`config.mk`:
```
export PLATFORM = sky130hd
export DESIGN_NAME = comp_persist_nbits_flat
export DESIGN_NICKNAME = d
export VERILOG_FILES = /design/src/rtl/comp_persist_nbits_if.sv /design/src/rtl/comp_persist_nbits.sv /design/src/flat_wrapper.sv
export SDC_FILE = /design/constraint.sdc
export NUM_CORES = 1
export LEC_CHECK = 0
export ABC_AREA = 0
export ABC_CLOCK_PERIOD_IN_PS = 1500
export CORE_ASPECT_RATIO = 1.75
export CORE_MARGIN = 3
export CORE_UTILIZATION = 39
export CTS_BUF_LIST = sky130_fd_sc_hd__clkbuf_2
export CTS_CLUSTER_DIAMETER = 50
export DETAILED_ROUTE_END_ITERATION = 10
export GPL_ROUTABILITY_DRIVEN = 1
export PLACE_DENSITY_LB_ADDON = 0.3
export SYNTH_ARGS = -nofsm -noshare
export SYNTH_HDL_FRONTEND = slang
export SYNTH_SLANG_ARGS = --single-unit
```
`constraint.sdc`:
```
create_clock -name clk -period 1.5 [get_ports clk]
set_clock_uncertainty 0.15 [all_clocks]
set_input_delay 0.225 -clock clk [delete_from_list [all_inputs] [get_ports clk]]
set_output_delay 0.225 -clock clk [all_outputs]
set_load 0.05 [all_outputs]
```
`src/rtl/comp_persist_nbits_if.sv`:
```
// Sample/threshold/mode bus into one comparator channel and its filtered result back out.
// Driver side takes the master modport, the comparator takes the slave modport.
interface comp_persist_nbits_if #(
    parameter int WIDTH = 16
);
    logic             i_valid;
    logic [WIDTH-1:0] i_in;
    logic [WIDTH-1:0] i_ref;
    logic [1:0]       i_mode;
    logic             i_clr;
    logic             o_out;
    logic             o_valid;
    logic             o_trip;

    modport master (
        output i_valid, i_in, i_ref, i_mode, i_clr,
        input  o_out, o_valid, o_trip
    );

    modport slave (
        input  i_valid, i_in, i_ref, i_mode, i_clr,
        output o_out, o_valid, o_trip
    );
endinterface

```
`src/rtl/comp_persist_nbits.sv`:
```
// Unsigned compare with PERSIST-sample debounce on trip and release; outputs 1 clk after the deciding sample.
// No backpressure: every in_valid sample is taken. COMP_HYST_EN adds a HYST-LSB release margin for modes 00/01.
module comp_persist_nbits #(
    parameter int WIDTH   = 16,
    parameter int PERSIST = 4,
    parameter int HYST    = 8
) (
    input  logic                 clk,
    input  logic                 rst_n,
    comp_persist_nbits_if.slave  bus
);
    localparam int            CW        = $clog2(PERSIST + 1);
    localparam logic [CW:0]   PERSIST_C = (CW + 1)'(PERSIST);

    if (PERSIST < 1 || HYST < 0) begin : g_param_check
        $error("comp_persist_nbits: PERSIST must be >= 1 and HYST >= 0");
    end

    typedef enum logic {
        ST_IDLE    = 1'b0,
        ST_TRIPPED = 1'b1
    } state_t;

    state_t        r_state;
    logic [CW-1:0] r_cnt;
    logic [1:0]    r_mode_q;
    logic          r_out;
    logic          r_out_valid;
    logic          r_trip;

    logic          w_match;
    logic          w_release;
    logic          w_cond;
    logic          w_mode_chg;
    logic [CW:0]   w_cnt_nxt;

    always_comb begin
        case (bus.i_mode)
            2'b00:   w_match = bus.i_in >  bus.i_ref;
            2'b01:   w_match = bus.i_in <  bus.i_ref;
            2'b10:   w_match = bus.i_in == bus.i_ref;
            default: w_match = bus.i_in != bus.i_ref;
        endcase
    end

`ifdef COMP_HYST_EN
    localparam logic [WIDTH:0] HYST_C = (WIDTH + 1)'(HYST);

    logic [WIDTH:0] w_in_ext;
    logic [WIDTH:0] w_ref_ext;
    logic [WIDTH:0] w_ref_lo;
    logic [WIDTH:0] w_ref_hi;

    // One extra bit lets ref-HYST and ref+HYST saturate instead of wrapping.
    always_comb begin
        w_in_ext  = {1'b0, bus.i_in};
        w_ref_ext = {1'b0, bus.i_ref};
        w_ref_lo  = (w_ref_ext > HYST_C) ? (w_ref_ext - HYST_C) : '0;
        w_ref_hi  = w_ref_ext + HYST_C;
        if (w_ref_hi[WIDTH]) begin
            w_ref_hi = {1'b0, {WIDTH{1'b1}}};
        end
        case (bus.i_mode)
            2'b00:   w_release = w_in_ext <= w_ref_lo;
            2'b01:   w_release = w_in_ext >= w_ref_hi;
            default: w_release = !w_match;
        endcase
    end
`else
    always_comb w_release = !w_match;
`endif

    always_comb begin
        w_cond     = (r_state == ST_TRIPPED) ? w_release : w_match;
        w_mode_chg = bus.i_mode != r_mode_q;
        w_cnt_nxt  = w_cond ? ({1'b0, r_cnt} + 1'b1) : '0;
    end

    always_ff @(posedge clk or negedge rst_n) begin
        if (!rst_n) begin
            r_state     <= ST_IDLE;
            r_cnt       <= '0;
            r_mode_q    <= 2'b00;
            r_out       <= 1'b0;
            r_out_valid <= 1'b0;
            r_trip      <= 1'b0;
        end else if (bus.i_clr) begin
            r_state     <= ST_IDLE;
            r_cnt       <= '0;
            r_mode_q    <= 2'b00;
            r_out       <= 1'b0;
            r_out_valid <= 1'b0;
            r_trip      <= 1'b0;
        end else begin
            r_out_valid <= bus.i_valid;
            r_trip      <= 1'b0;
            if (bus.i_valid) begin
                r_mode_q <= bus.i_mode;
                // A new mode starts a fresh run at this sample without moving the state.
                if (w_mode_chg) begin
                    r_cnt <= CW'(w_cond);
                end else if (w_cnt_nxt >= PERSIST_C) begin
                    r_cnt <= '0;
                    if (r_state == ST_IDLE) begin
                        r_state <= ST_TRIPPED;
                        r_out   <= 1'b1;
                        r_trip  <= 1'b1;
                    end else begin
                        r_state <= ST_IDLE;
                        r_out   <= 1'b0;
                    end
                end else begin
                    r_cnt <= w_cnt_nxt[CW-1:0];
                end
            end
        end
    end

    assign bus.o_out   = r_out;
    assign bus.o_valid = r_out_valid;
    assign bus.o_trip  = r_trip;
endmodule

```
`src/flat_wrapper.sv`:
```
// flat-port wrapper written by rule: the top's interface ports become plain ports
module comp_persist_nbits_flat 
#(
    parameter int WIDTH   = 16,
    parameter int PERSIST = 4,
    parameter int HYST    = 8
)
  (clk, rst_n, bus_i_valid, bus_i_in, bus_i_ref, bus_i_mode, bus_i_clr, bus_o_out, bus_o_valid, bus_o_trip);
  comp_persist_nbits_if #(.WIDTH(WIDTH)) bus_i ();
  input  logic clk;
  input  logic rst_n;
  input wire logic [$bits(bus_i.i_valid)-1:0] bus_i_valid;
  input wire logic [$bits(bus_i.i_in)-1:0] bus_i_in;
  input wire logic [$bits(bus_i.i_ref)-1:0] bus_i_ref;
  input wire logic [$bits(bus_i.i_mode)-1:0] bus_i_mode;
  input wire logic [$bits(bus_i.i_clr)-1:0] bus_i_clr;
  output wire logic [$bits(bus_i.o_out)-1:0] bus_o_out;
  output wire logic [$bits(bus_i.o_valid)-1:0] bus_o_valid;
  output wire logic [$bits(bus_i.o_trip)-1:0] bus_o_trip;
  assign bus_i.i_valid = bus_i_valid;
  assign bus_i.i_in = bus_i_in;
  assign bus_i.i_ref = bus_i_ref;
  assign bus_i.i_mode = bus_i_mode;
  assign bus_i.i_clr = bus_i_clr;
  assign bus_o_out = bus_i.o_out;
  assign bus_o_valid = bus_i.o_valid;
  assign bus_o_trip = bus_i.o_trip;
  comp_persist_nbits #(.WIDTH(WIDTH), .PERSIST(PERSIST), .HYST(HYST)) u_core (.clk(clk), .rst_n(rst_n), .bus(bus_i));
endmodule
```
==> results by stage, run 1 <==
Outcome:
- The flow ran to the end, but the final reports show violations.
- The final reports fail on negative setup slack.

Clock tree:
- Clock latency on the worst-skew pair, taken at its later pin, is about 0.23 ns.
- The maximum count of clock buffers along a single path is 2.
- The cell at the root of the clock tree is clkbuf_2.
- Clock tree synthesis found a total of 8 sinks.
- TritonCTS built the clock tree.
- The clock-pin slew on the worst setup and hold paths is around 0.08 ns.
- The number of buffers created by CTS is 3.
- In this run the number of H-tree levels came out at 1.

Critical path:
- Together, buffers and inverters on the worst path number 2.
- The critical path is of the input port to flop type.
- The nature of the critical path endpoint is a flop.
- The critical path goes through buf_8, inv_8, ha_4, nand4_1, nor4_2, mux2_1, o31a_1, and2_4, nor4b_4.
- The register-to-register setup slack is -0.23 ns.
- The required time of the critical path is between 1 and 1.5 ns.
- The delay of the slowest cell on the worst path is roughly 0.37 ns.
- The highest fanout seen on the critical path is 4.
- STA puts the critical path data arrival time at roughly 2 ns.
- The slowest stage of the critical path belongs to the cell mux2_1.
- On the critical path the largest part of the delay comes from simple AND/OR/NAND/NOR gates.
- The startpoint kind of the worst setup timing path is an input port.

Yosys:
- The proportion of synthesized area in mux cells is under 10%.
- A synthesized cell averages ~9 sq um.
- Of the total synthesized cell area, the portion taken by XOR and XNOR cells is about 2.9%.
- After Yosys synthesis, full adders, half adders and majority gates account for approximately 23% of the synthesized area.
- The post-synthesis cell type count is 35.
- The leading area contributor after synthesis is ha_1.
- Counting every instance in the synthesized netlist gives about 100.
- Of the synthesized area, sequential elements account for a little over a fifth.
- The most frequently used flop master after synthesis is dfrtp_1.
- Ranked by total cell area, the synthesized netlist is headed by ha_1 (23%), dfrtp_1 (22%), inv_1 (7.0%).
- After Yosys synthesis, and, or, nand and nor cells account for between 20% and 30% of the synthesized area.
- The top cell type by area accounts for around 23% of the synthesized area.
- The complex-gate fraction of the synthesized area is between 10% and 20%.
- The flip-flop and latch count after synthesis is 8.
- The count of yosys warnings during synthesis is 0.
- The area of the mapped netlist is 916 sq um.
- The dominant combinational cell family by area after synthesis is adder cells.
- Counting every net in the synthesized netlist gives between 150 and 200.
- Yosys mapped a number of flops with a built-in enable equal to 0.
- After synthesis, the share of flip-flops with an asynchronous set or reset is 100%.

Placed design:
- OpenSTA, run right after detailed placement, puts the worst setup slack at -1.19 ns.
- The HPWL after detailed placement is around 2400 um.
- The number of placed instances, taps included, is 182.
- The routability-driven placement congestion ratio is between 0.7 and 0.8.
- In this run the tool buffered the top-level ports with 40 buffer cells.

Cells and area:
- The final non-filler cell total is 189.
- The number of nets in the final layout is 222.
- The fraction of final layout cells sized beyond drive strength 1 is between 60 and 70%.
- The repair_antennas step left the layout with diodes totalling 0.
- The combined area of the multi-input logic cells is 850 sq um.
- Relative to the synthesized area, the layout overhead comes to 89.9%.
- The area used by sequential logic in the layout is ~200 sq um.
- Fill cells in the final layout number between 100 and 150.

Pwr:
- The worst supply voltage drop on vdd is 0.234 mV.
- The leakage dissipation is 0.800 nW.
- The power density over the cells is approximately 440 nW/um^2.

Floorplanning:
- The width of the chip is around 43 um.
- The effective utilization at floorplan is between 40 and 50%.
- Pin placement for this block handled 41 I/O pins.
- The full die area is between 2000 and 3000 sq um.
- The row count is 22.
- The core footprint is roughly 2200 sq um.
- From bottom edge to top edge, the die measures roughly 70 um.

STA:
- Setup repair after global routing could not meet its margin everywhere.
- The number of setup violations in the final report is 4.
- Headroom to the max-slew limit came out at between 70% and 80%.
- At the pin with the least slew margin, the transition time is between 0.3 and 0.4 ns.
- Summed over all failing endpoints, the final setup total negative slack is -1.95 ns.
- Dividing the final minimum period by the clock period gives 135%.
- The peak clock frequency supported by timing is just under 500 MHz.
- The count of final hold-check violations is 0.
- The count of pins over their slew limit is 0.
- The post-route minimum period is around 2 ns.
- Once routing completed, OpenROAD measured the worst setup slack at -0.520 ns.

Routing:
- In this run the remaining antenna-violating nets after routing total 0.
- After detailed routing, the number of vias per cell comes to around 5.6.
- The via count of the routed design is between 1000 and 1500.
- In the routed design, unresolved DRC markers number 0.
- The DRC violation total after the first TritonRoute iteration is 16.
- The first detailed-routing pass ran for 4 iterations.
- Summed over all layers, the routed wires come to between 3000 and 4000 um.
- After detailed routing, the average wire length per cell comes to about 16 um.

Global routing:
- Across every metal layer, demand over resource in global routing totals between 20% and 30%.
- Global routing finished with a remaining overflow of 0.
- The largest net degree at the start of global routing is 9.
- The first global-routing pass estimated approximately 5000 um of wire.
- The number of global-route vias before repair is 1236.
- The initial antenna violation count is 0.

Run:
- The tool flagged a number of max-cap violations equal to 0.

Worst hold path:
- The type of the tightest min-delay check is input port to asynchronous set/reset pin.
-- final timing paths --
path / start / end / cells after the start
hold reg to reg: u_core.r_mode_q[0] / u_core.r_mode_q[0] / 2
setup / recovery: bus_i_ref[2] / u_core.bus.o_trip / 9
max in group asynchronous: rst_n / u_core.bus.o_trip / 1
min in group clk: u_core.r_mode_q[0] / u_core.r_mode_q[0] / 2
hold / removal: rst_n / u_core.bus.o_valid / 1
setup reg to reg: u_core.r_cnt[0] / u_core.r_cnt[0] / 6
-- metrics by stage --
| step | power, mW | hold WS, ns | area [sq um] | utilization (%) |
|---|---|---|---|---|
| floorplan | 0.376 | -0.221 | 1000 | - |
| global placement | 0.561 | 0.371 | 1590 | 73.2 |
| detailed placement | 0.581 | 0.384 | 1590 | 73.2 |
| CTS | 0.733 | 0.129 | 1690 | 77.5 |
| global route | 0.811 | 0.127 | 1740 | 80.0 |
| finish | 0.761 | 0.117 | 1740 | 80.0 |
-- synthesized netlist by cell type, drive strengths merged (3+ instances only) --
cell type and number:
o221ai 3, nand4 4, nor3b 4, a21oi 3
ha 17, nand3 3, inv 17, nand2 3
xor2 3, nor2 5, a21o 4, dfrtp 8
-- cell type report --
class	instances	share of cell area, %
Clock buffer	3	0.863
Tap cell	24	1.73
Inverter	17	4.39
Sequential cell	8	11.5
Multi-Input combinational cell	75	48.8
Timing Repair Buffer	62	32.7
-- cells in the final DEF, fill, tap and decap left out, drive strengths merged, types with 2 or more instances in the layout --
| master | count |
|---|---|
| a211oi | 2 |
| a21o | 4 |
| nor2b | 2 |
| nor3b | 4 |
| xor2 | 3 |
| clkdlybuf4s50 | 5 |
| o221ai | 3 |
| clkbuf | 4 |
| a21oi | 3 |
| or3 | 2 |
| buf | 56 |
| ha | 17 |
| nand2 | 3 |
| nand4 | 4 |
| nor2 | 5 |
| nand2b | 2 |
| dfrtp | 8 |
| nor3 | 2 |
| nand3 | 3 |
| mux2i | 2 |
| inv | 17 |
-- metal layers --
metal | up-vias | wire length (um) | track usage (%)
met3 | 14 | 84 | 3.61
met4 | 0 | 116 | 12.5
li1 | 495 | - | -
met2 | 35 | 1960 | 42.3
met5 | - | 0 | 0
met1 | 507 | 952 | 17.2
-- report_power, final --
group | internal, mW | total, mW | switching (mW) | leakage, nW
logic | 0.235 | 0.407 | 0.172 | 0.679
clock network | 0.0545 | 0.127 | 0.0720 | 0.0125
registers | 0.222 | 0.227 | 0.00501 | 0.109
-- registers in the layout, indices dropped and copies added (netlist names) --
register,flops
u_core.bus.o_out,1
u_core.bus.o_trip,1
u_core.bus.o_valid,1
u_core.r_cnt,3
u_core.r_mode_q,2
-- worst register-to-register path: stages (launching register included) --
cell and delay [ns]:
dfrtp_1 0.39, ha_1 0.25, xor2_1 0.18, nor2_1 0.11, o31ai_1 0.09, or3_1 0.34, o221ai_2 0.15
-- logic make-up (layout without fill, tap and decap cells) --
| family | count (synthesis) | after routing |
|---|---|---|
| DFF | 8 | 8 |
| muxes | 3 | 3 |
| and+or+nand+nor | 32 | 32 |
| xor gates and xnor gates | 3 | 3 |
| buffers and inverters | 19 | 82 |
| adders and majority gates | 17 | 17 |
| AOI/OAI and AO/OA | 20 | 20 |
-- repair_timing --
item                                    4_1_cts  5_1_grt
hold buffers                                  0        0
pin swaps                                    20        8
setup buffers                                 3        1
resized for setup                           147       10
endpoints found under the setup margin        4        4
Power figures use the tool's default switching activity.
==> inputs of run 2 (changes only) <==
--- a/config.mk
+++ b/config.mk
@@ -6,15 +6,15 @@
 export NUM_CORES = 1
 export LEC_CHECK = 0
 export ABC_AREA = 0
-export ABC_CLOCK_PERIOD_IN_PS = 1500
-export CORE_ASPECT_RATIO = 1.75
+export ABC_CLOCK_PERIOD_IN_PS = 2500
 export CORE_MARGIN = 3
-export CORE_UTILIZATION = 39
+export CORE_UTILIZATION = 46
 export CTS_BUF_LIST = sky130_fd_sc_hd__clkbuf_2
 export CTS_CLUSTER_DIAMETER = 50
 export DETAILED_ROUTE_END_ITERATION = 10
 export GPL_ROUTABILITY_DRIVEN = 1
-export PLACE_DENSITY_LB_ADDON = 0.3
+export PLACE_DENSITY_LB_ADDON = 0.25
+export SLEW_MARGIN = 10
 export SYNTH_ARGS = -nofsm -noshare
 export SYNTH_HDL_FRONTEND = slang
 export SYNTH_SLANG_ARGS = --single-unit
==> constraint.sdc (replaced) <==
create_clock -name clk -period 2.5 [get_ports clk]
set_clock_uncertainty 0.15 [all_clocks]
set_input_delay 0.375 -clock clk [delete_from_list [all_inputs] [get_ports clk]]
set_output_delay 0.375 -clock clk [all_outputs]
set_load 0.05 [all_outputs]
==> run 2 against run 1 <==
Net effect:
- the run now ends clean
- sequential share of layout area is 0.96 points higher
- combinational power is 48% lower
- wire length is 14% higher
- critical path type unchanged
- critical endpoint is now u_core.r_cnt[0]
- largest power group unchanged
==> results by stage, run 2 (synthesized netlist as in run 1, its figures left out) <==
Routing:
- The DRC violation total after the first TritonRoute iteration is 51 (+35).
- The via count of the routed design is 1056 (+0.48%).
- The average wire per standard cell came to 19.7 um (+20%).
- The number of remaining DRC errors is 0 (unchanged).
- The number of antenna-violating nets in the routed design is 0 (unchanged).
- The post-detailed-routing wire length was 3530 um (+14%).
- The per-cell via count in the routed design came to 5.90 (+6.1%).
- The number of search-and-repair iterations in the first detailed-routing pass is 4 (unchanged).

Pwr:
- The switching power of the nets is 0.156 mW (-37%).
- The leakage dissipation is 0.805 nW (+0.56%).
- The worst supply voltage drop on vdd was 0.299 mV (+28%).
- The design internal power is 0.279 mW (-45%).
- The relative contribution of sequential cells to total power is 31.5% (+1.6 points).
- The switching fraction of total power is 35.9% (+3.2 points).
- The share of power burned in combinational logic is 48.4% (-5.1 points).
- The clock power share is 20.1% (+3.5 points).
- The power density over the cells is 271 nW/um^2 (-38%).

Critical path:
- STA classifies the critical path startpoint as an input port.
- The highest fanout seen on the critical path came to 3 (-1).
- The arrival time of data at the critical path endpoint is 2.47 ns (+0.46 ns).
- The critical path is of the input port to flop type.
- The nature of the critical path endpoint is a flop.
- The required time of the critical path is 2.52 ns (+1.03 ns).

STA:
- The total negative setup slack was 0 ns (+1.95 ns).
- The peak clock frequency supported by timing is 409 MHz.
- The pin slew with the least headroom to its limit came to 0.547 ns (+0.168 ns).
- The number of setup violations in the final report was 0 (-4).
- The worst hold margin was 0.240 ns (+0.124 ns).
- The count of final hold-check violations was 0 (unchanged).
- The final worst-path cycle share is roughly 98%.
- The count of pins over their slew limit came to 0 (unchanged).
- The relative max-transition margin was 63.4% (-11 points).
- The post-route minimum period is roughly 2.4 ns.

Placed design:
- The count of input and output buffers came to 40 (unchanged).
- The sum of net half-perimeters after detailed placement is 2090 um (-11%).
- The routability-driven placement congestion ratio is 0.801 (+0.69%).
- The number of placed cells counting well taps was 169 (-7.1%).
- The placed standard-cell area is 1370 sq um (-14%).

Global routing:
- The number of global-route vias before repair came to 1103 (-11%).
- The first-pass GRT wire length came to 5020 um (+0.28%).
- The largest net degree at the start of global routing is 13 (+4).
- The combined global-route utilization of all metal layers is 27.3% (+6.3 points).
- The initial antenna violation count is 0 (unchanged).
- The global-route congestion overflow total is 0 (unchanged).

Floorplanning:
- The core footprint is 1800 sq um (-17%).
- The row count is 15 (-32%).
- The width of the chip is 50.6 um (+19%).
- The effective utilization at floorplan is 50.8% (+8.7 points).
- The full die area is 2560 sq um (-14%).
- The number of placed I/O pins came to 41 (unchanged).
- The vertical die dimension was 50.6 um (-28%).

Clock tree:
- The insertion delay to the later sink of the worst-skew pair is 0.27 ns (+0.04 ns).
- The sink count of the clock tree came to 8 (unchanged).
- The clock-pin slew on the worst setup and hold paths is 0.10 ns (+0.02 ns).
- The cell at the root of the clock tree is clkbuf_2.
- The maximum count of clock buffers along a single path is 2 (unchanged).
- The number of buffers inserted by hold repair at cts is 0 (unchanged).
- The maximum level of the CTS H-tree was 1 (unchanged).
- TritonCTS built the clock tree.
- The number of buffers created by CTS is 3 (unchanged).

Cells and area:
- The fraction of final layout cells sized beyond drive strength 1 is 29.4% (-31 points).
- The number of nets in the final layout is 210 (-5.4%).
- In the final layout, the registers with the most flip-flops are u_core.r_cnt x3, u_core.r_mode_q x2.
- The register containing the most flip-flops in the final layout is u_core.r_cnt.
- The final non-filler cell total is 179 (-5.3%).
- The library cells used most frequently in the layout, excluding fill and tap cells, are clkdlybuf4s50_1 (15), dlygate4sd2_1 (15), inv_2 (11), ha_4 (11), dlymetal6s2s_1 (10).
- The area added between synthesis and finish is 75.3%.
- The final design area excluding fillers is 1610 sq um (-7.7%).
- The number of flip-flops in the largest register is 3 (unchanged).
- The utilization after layout was 89.1% (+9.1 points).

Worst hold path:
- The type of the tightest min-delay check is input port to asynchronous set/reset pin.

Run:
- The count of max-cap constraint violations was 0 (unchanged).

Outcome:
- The flow ran to the end, and the final reports show no timing, DRC or antenna violations.
-- run 2: changes by cell type in the layout (fill, tap and decap cells not counted), moves of 10 or more --
cell             change
buf_2               -11
buf_4               -12
buf_6               -19
clkdlybuf4s50_1     +10
dlygate4sd2_1       +15
dlymetal6s2s_1      +10
-- run 2: worst paths after layout --
kind                       cells past startpoint  slack (ns)            endpoint               start
setup / recovery                               9        0.06     u_core.r_cnt[0]         bus_i_in[8]
hold / removal                                 1        0.24     u_core.r_cnt[2]               rst_n
setup reg to reg                               6        0.57     u_core.r_cnt[1]  u_core.r_mode_q[0]
hold reg to reg                                2        0.42  u_core.r_mode_q[1]  u_core.r_mode_q[1]
max in group asynchronous                      1        1.67  u_core.r_mode_q[0]               rst_n
min in group clk                               2        0.42  u_core.r_mode_q[1]  u_core.r_mode_q[1]
-- run 2: critical path, stage by stage --
cell             delay [ns]
clkdlybuf4s50_1        0.42
ha_1                   0.29
nand4_1                0.12
nor4_2                 0.34
mux2_1                 0.35
o31a_1                 0.12
and2_4                 0.18
buf_6                  0.12
o221ai_2               0.14
-- run 2: power groups by stage --
stage	Combinational, mW	Sequential [mW]	Clock, mW
floorplan	0.0748	0.141	0
global placement	0.156	0.139	0
detailed placement	0.164	0.139	0
CTS	0.189	0.136	0.0837
global route	0.228	0.137	0.0955
finish	0.211	0.137	0.0876
-- run 2: metal layers --
layer	GRT usage, %	wire length, um
met5	0	0
met4	17.9	184
met3	5.34	238
met1	26.7	1310
met2	51.1	1800
-- run 2: cell type report --
cell class / count / area [sq um]
Multi-Input combinational cell: 75 / 807
Sequential cell: 8 / 200
Inverter: 17 / 63.8
Clock buffer: 3 / 15.0
Tap cell: 25 / 31.3
Antenna cell: 1 / 2.50
Timing Repair Buffer: 50 / 485
Fill cell: 83 / 196
-- run 2: metrics by stage --
step	setup WS, ns	total power, mW
after CTS	0.00124	0.409
after global placement	-0.251	0.294
after detailed placement	-0.363	0.303
final	0.0570	0.436
after global routing	-0.0402	0.461
after floorplan	0.286	0.216
-- run 2: timing repair --
action                     4_1_cts  5_1_grt
pin swaps                       16        5
setup buffers                    3        3
gates resized for setup         38       16
cloned                           0        0
setup endpoints to repair        2        4
hold endpoints to repair         0        0
==> inputs of run 3 (changes only) <==
--- a/config.mk
+++ b/config.mk
@@ -7,10 +7,11 @@
 export LEC_CHECK = 0
 export ABC_AREA = 0
 export ABC_CLOCK_PERIOD_IN_PS = 2500
-export CORE_MARGIN = 3
+export CORE_MARGIN = 2
 export CORE_UTILIZATION = 46
 export CTS_BUF_LIST = sky130_fd_sc_hd__clkbuf_2
 export CTS_CLUSTER_DIAMETER = 50
+export CTS_CLUSTER_SIZE = 16
 export DETAILED_ROUTE_END_ITERATION = 10
 export GPL_ROUTABILITY_DRIVEN = 1
 export PLACE_DENSITY_LB_ADDON = 0.25
==> run 3 against run 2 <==
Net effect:
- the run now ends with negative setup slack left
- die area decreased by 7.7%
- via count fell by 7.6%
- core utilization fell by 5.4 points
- sequential share of layout area about the same
- critical endpoint is now u_core.bus.o_trip
- highest routed layer unchanged
==> results by stage, run 3 (synthesized netlist as in run 1, its figures left out) <==
Cells and area:
- Leaving out fill and tap cells, the most frequent cell in the layout is dlymetal6s2s_1.
- The combined area of the multi-input logic cells came to 797 sq um (-1.2%).
- The fraction of final layout cells sized beyond drive strength 1 came to 26.2% (-3.2 points).
- The number of nets in the final layout is 206 (-1.9%).
- The filler cell count in the final layout is 107 (+29%).
- The register containing the most flip-flops in the final layout is u_core.r_cnt.
- The count of antenna diodes in the layout was 0 (-1).
- The number of flip-flops in the largest register came to 3 (unchanged).
- In the layout the commonest cells are dlymetal6s2s_1 (21), clkdlybuf4s50_1 (19), ha_4 (11), inv_2 (10), dfrtp_1 (8).
- The utilization after layout is 83.7% (-5.4 points).
- The largest registers in the layout are u_core.r_cnt x3, u_core.r_mode_q x2.
- The area used by sequential logic in the layout is 200 sq um (unchanged).
- The area added between synthesis and finish is 75.5%.

Clock tree:
- The tree is rooted in a clkbuf_2.
- The insertion delay to the later sink of the worst-skew pair came to 0.25 ns (-0.02 ns).
- The maximum level of the CTS H-tree is 1 (unchanged).
- The maximum count of clock buffers along a single path is 2 (unchanged).
- TritonCTS built the clock tree.
- The clock-pin slew on the worst setup and hold paths was 0.08 ns (-0.02 ns).
- The number of buffers inserted by hold repair at cts is 0 (unchanged).
- The sink count of the clock tree is 8 (unchanged).
- The number of buffers created by CTS is 3 (unchanged).

STA:
- The total negative setup slack was -0.324 ns (-0.324 ns).
- The post-route minimum period is 2.65 ns (+0.205 ns).
- The count of final hold-check violations is 0 (unchanged).
- The pin slew with the least headroom to its limit is 0.524 ns (-0.0228 ns).
- The setup slack of the critical path after layout is -0.148 ns (-0.205 ns).
- The final worst-path cycle share is 106% (+8.2 points).
- The count of pins over their slew limit is 0 (unchanged).
- The relative max-transition margin is 65.0% (+1.5 points).
- The number of setup violations in the final report is 4 (+4).
- The peak clock frequency supported by timing is 378 MHz (-7.7%).

Pwr:
- The clock power share is 18.9% (-1.2 points).
- The relative contribution of sequential cells to total power came to 32.6% (+1.1 points).
- The share of power burned in combinational logic was 48.6% (+0.2 points).
- The design internal power is 0.280 mW (+0.17%).
- The switching power of the nets is 0.138 mW (-12%).
- The worst supply voltage drop on vdd is 0.188 mV (-37%).
- The switching fraction of total power was 33.1% (-2.9 points).
- The total power is 0.418 mW (-4.1%).
- The power density over the cells came to 260 nW/um^2 (-4.2%).
- The leakage dissipation was 0.853 nW (+6.1%).

Routing:
- The number of antenna-violating nets in the routed design came to 0 (unchanged).
- The DRC violation total after the first TritonRoute iteration was 11 (-78%).
- The post-detailed-routing wire length was 2720 um (-23%).
- The per-cell via count in the routed design came to 5.55 (-6.0%).
- The via count of the routed design is 976 (-7.6%).
- The number of search-and-repair iterations in the first detailed-routing pass was 4 (unchanged).
- The average wire per standard cell is 15.5 um (-22%).
- The number of remaining DRC errors is 0 (unchanged).

Floorplanning:
- The full die area is 2360 sq um (-7.7%).
- The vertical die dimension is 48.6 um (-4.0%).
- The width of the chip came to 48.6 um (-4.0%).
- The row count came to 16 (+1).
- The effective utilization at floorplan is 47.7% (-3.2 points).
- The number of placed I/O pins is 41 (unchanged).
- The core footprint is 1920 sq um (+6.7%).

Placed design:
- The pre-CTS setup slack came to -0.307 ns (+0.0561 ns).
- The sum of net half-perimeters after detailed placement came to 1730 um (-17%).
- The count of input and output buffers is 40 (unchanged).
- The routability-driven placement congestion ratio came to 0.821 (+2.4%).

Critical path:
- The class of the most critical setup path is input port to flop.
- STA classifies the critical path startpoint as an input port.
- The required time of the critical path was 2.51 ns (about the same).
- The arrival time of data at the critical path endpoint is 2.65 ns (+0.18 ns).
- The delay of the slowest cell on the worst path is 0.46 ns (+0.04 ns).
- The nature of the critical path endpoint is a flop.
- The category of cells accounting for the largest share of critical-path delay is simple AND/OR/NAND/NOR gates.
- The register-to-register setup slack came to 0.79 ns (+0.22 ns).
- The number of buffers and inverters on the critical path is 1 (-1).
- The highest fanout seen on the critical path came to 4 (+1).
- On the critical path, the stage with the largest delay is an instance of nor4_2.
- Walking the worst path, the cells encountered are clkdlybuf4s50_1, ha_1, nand4_1, nor4_2, mux2_1, o31a_1, and2_4, nor4b_4.

Outcome:
- The run finished, with violations left.
- The final reports fail on negative setup slack.

Run:
- The count of max-cap constraint violations is 0 (unchanged).

Global routing:
- The first-pass GRT wire length is 3580 um (-29%).
- The initial antenna violation count is 0 (unchanged).
- The largest net degree at the start of global routing came to 13 (unchanged).
- The global-route congestion overflow total is 0 (unchanged).
- The number of global-route vias before repair was 931 (-16%).
- The combined global-route utilization of all metal layers is 19.0% (-8.3 points).

Worst hold path:
- The type of the tightest min-delay check is input port to asynchronous set/reset pin.
run 3: cell count changes in the layout (fill, tap and decap cells not counted), sizes merged:
| cell | change |
|---|---|
| clkdlybuf4s50 | +4 |
| dlymetal6s2s | +11 |
| dlygate4sd2 | -15 |
| diode | -1 |
| buf | -4 |
run 3: power groups by stage:
stage          logic (mW)  registers [mW]  clock network (mW)
6_report            0.203           0.136              0.0788
5_1_grt             0.221           0.137              0.0884
4_1_cts             0.171           0.136              0.0792
3_5_place_dp        0.162           0.139                   0
3_3_place_gp        0.154           0.139                   0
2_1_floorplan      0.0748           0.141                   0
run 3: what timing repair did:
item                                   CTS  global route
endpoints found under the hold margin    0             0
resized for setup                        3            43
setup endpoints to repair                2             4
pin swaps                                3            15
setup buffers                            1             2
run 3: worst reg2reg max path, stage by stage (launching register included):
cell and delay (ns):
dfrtp_1 0.41, ha_1 0.25, xor2_1 0.17, nor2_1 0.09
o31ai_1 0.08, or3_1 0.33, o221ai_2 0.15
run 3: path summary, 6_finish.rpt:
check / from / to / cells past startpoint
setup / recovery: bus_i_in[12] / u_core.bus.o_trip / 8
min in group clk: u_core.r_mode_q[0] / u_core.r_mode_q[0] / 2
setup reg to reg: u_core.r_cnt[0] / u_core.r_cnt[0] / 6
max in group asynchronous: rst_n / u_core.bus.o_trip / 1
hold reg to reg: u_core.r_mode_q[0] / u_core.r_mode_q[0] / 2
hold / removal: rst_n / u_core.bus.o_valid / 1
run 3: per-layer routing:
layer | track usage (%) | part of all wire (%)
met1 | 17.7 | 39
met2 | 38.8 | 53
met3 | 2.78 | 3.6
met4 | 10.0 | 4.2
met5 | 0 | 0
run 3: stage by stage:
step	std cells	area, sq um	hold slack (ns)
2_1_floorplan	102	916	-0.0706
3_3_place_gp	170	1370	0.376
3_5_place_dp	170	1370	0.385
4_1_cts	174	1430	0.264
5_1_grt	176	1610	0.256
6_report	176	1610	0.250
run 3: cell type report:
class,count,area share [%]
multi-input combinational,75,49.6
timing repair buffer,46,31.0
clock buffer,3,0.934
sequential,8,12.5
tap,27,2.10
inverter,17,3.97
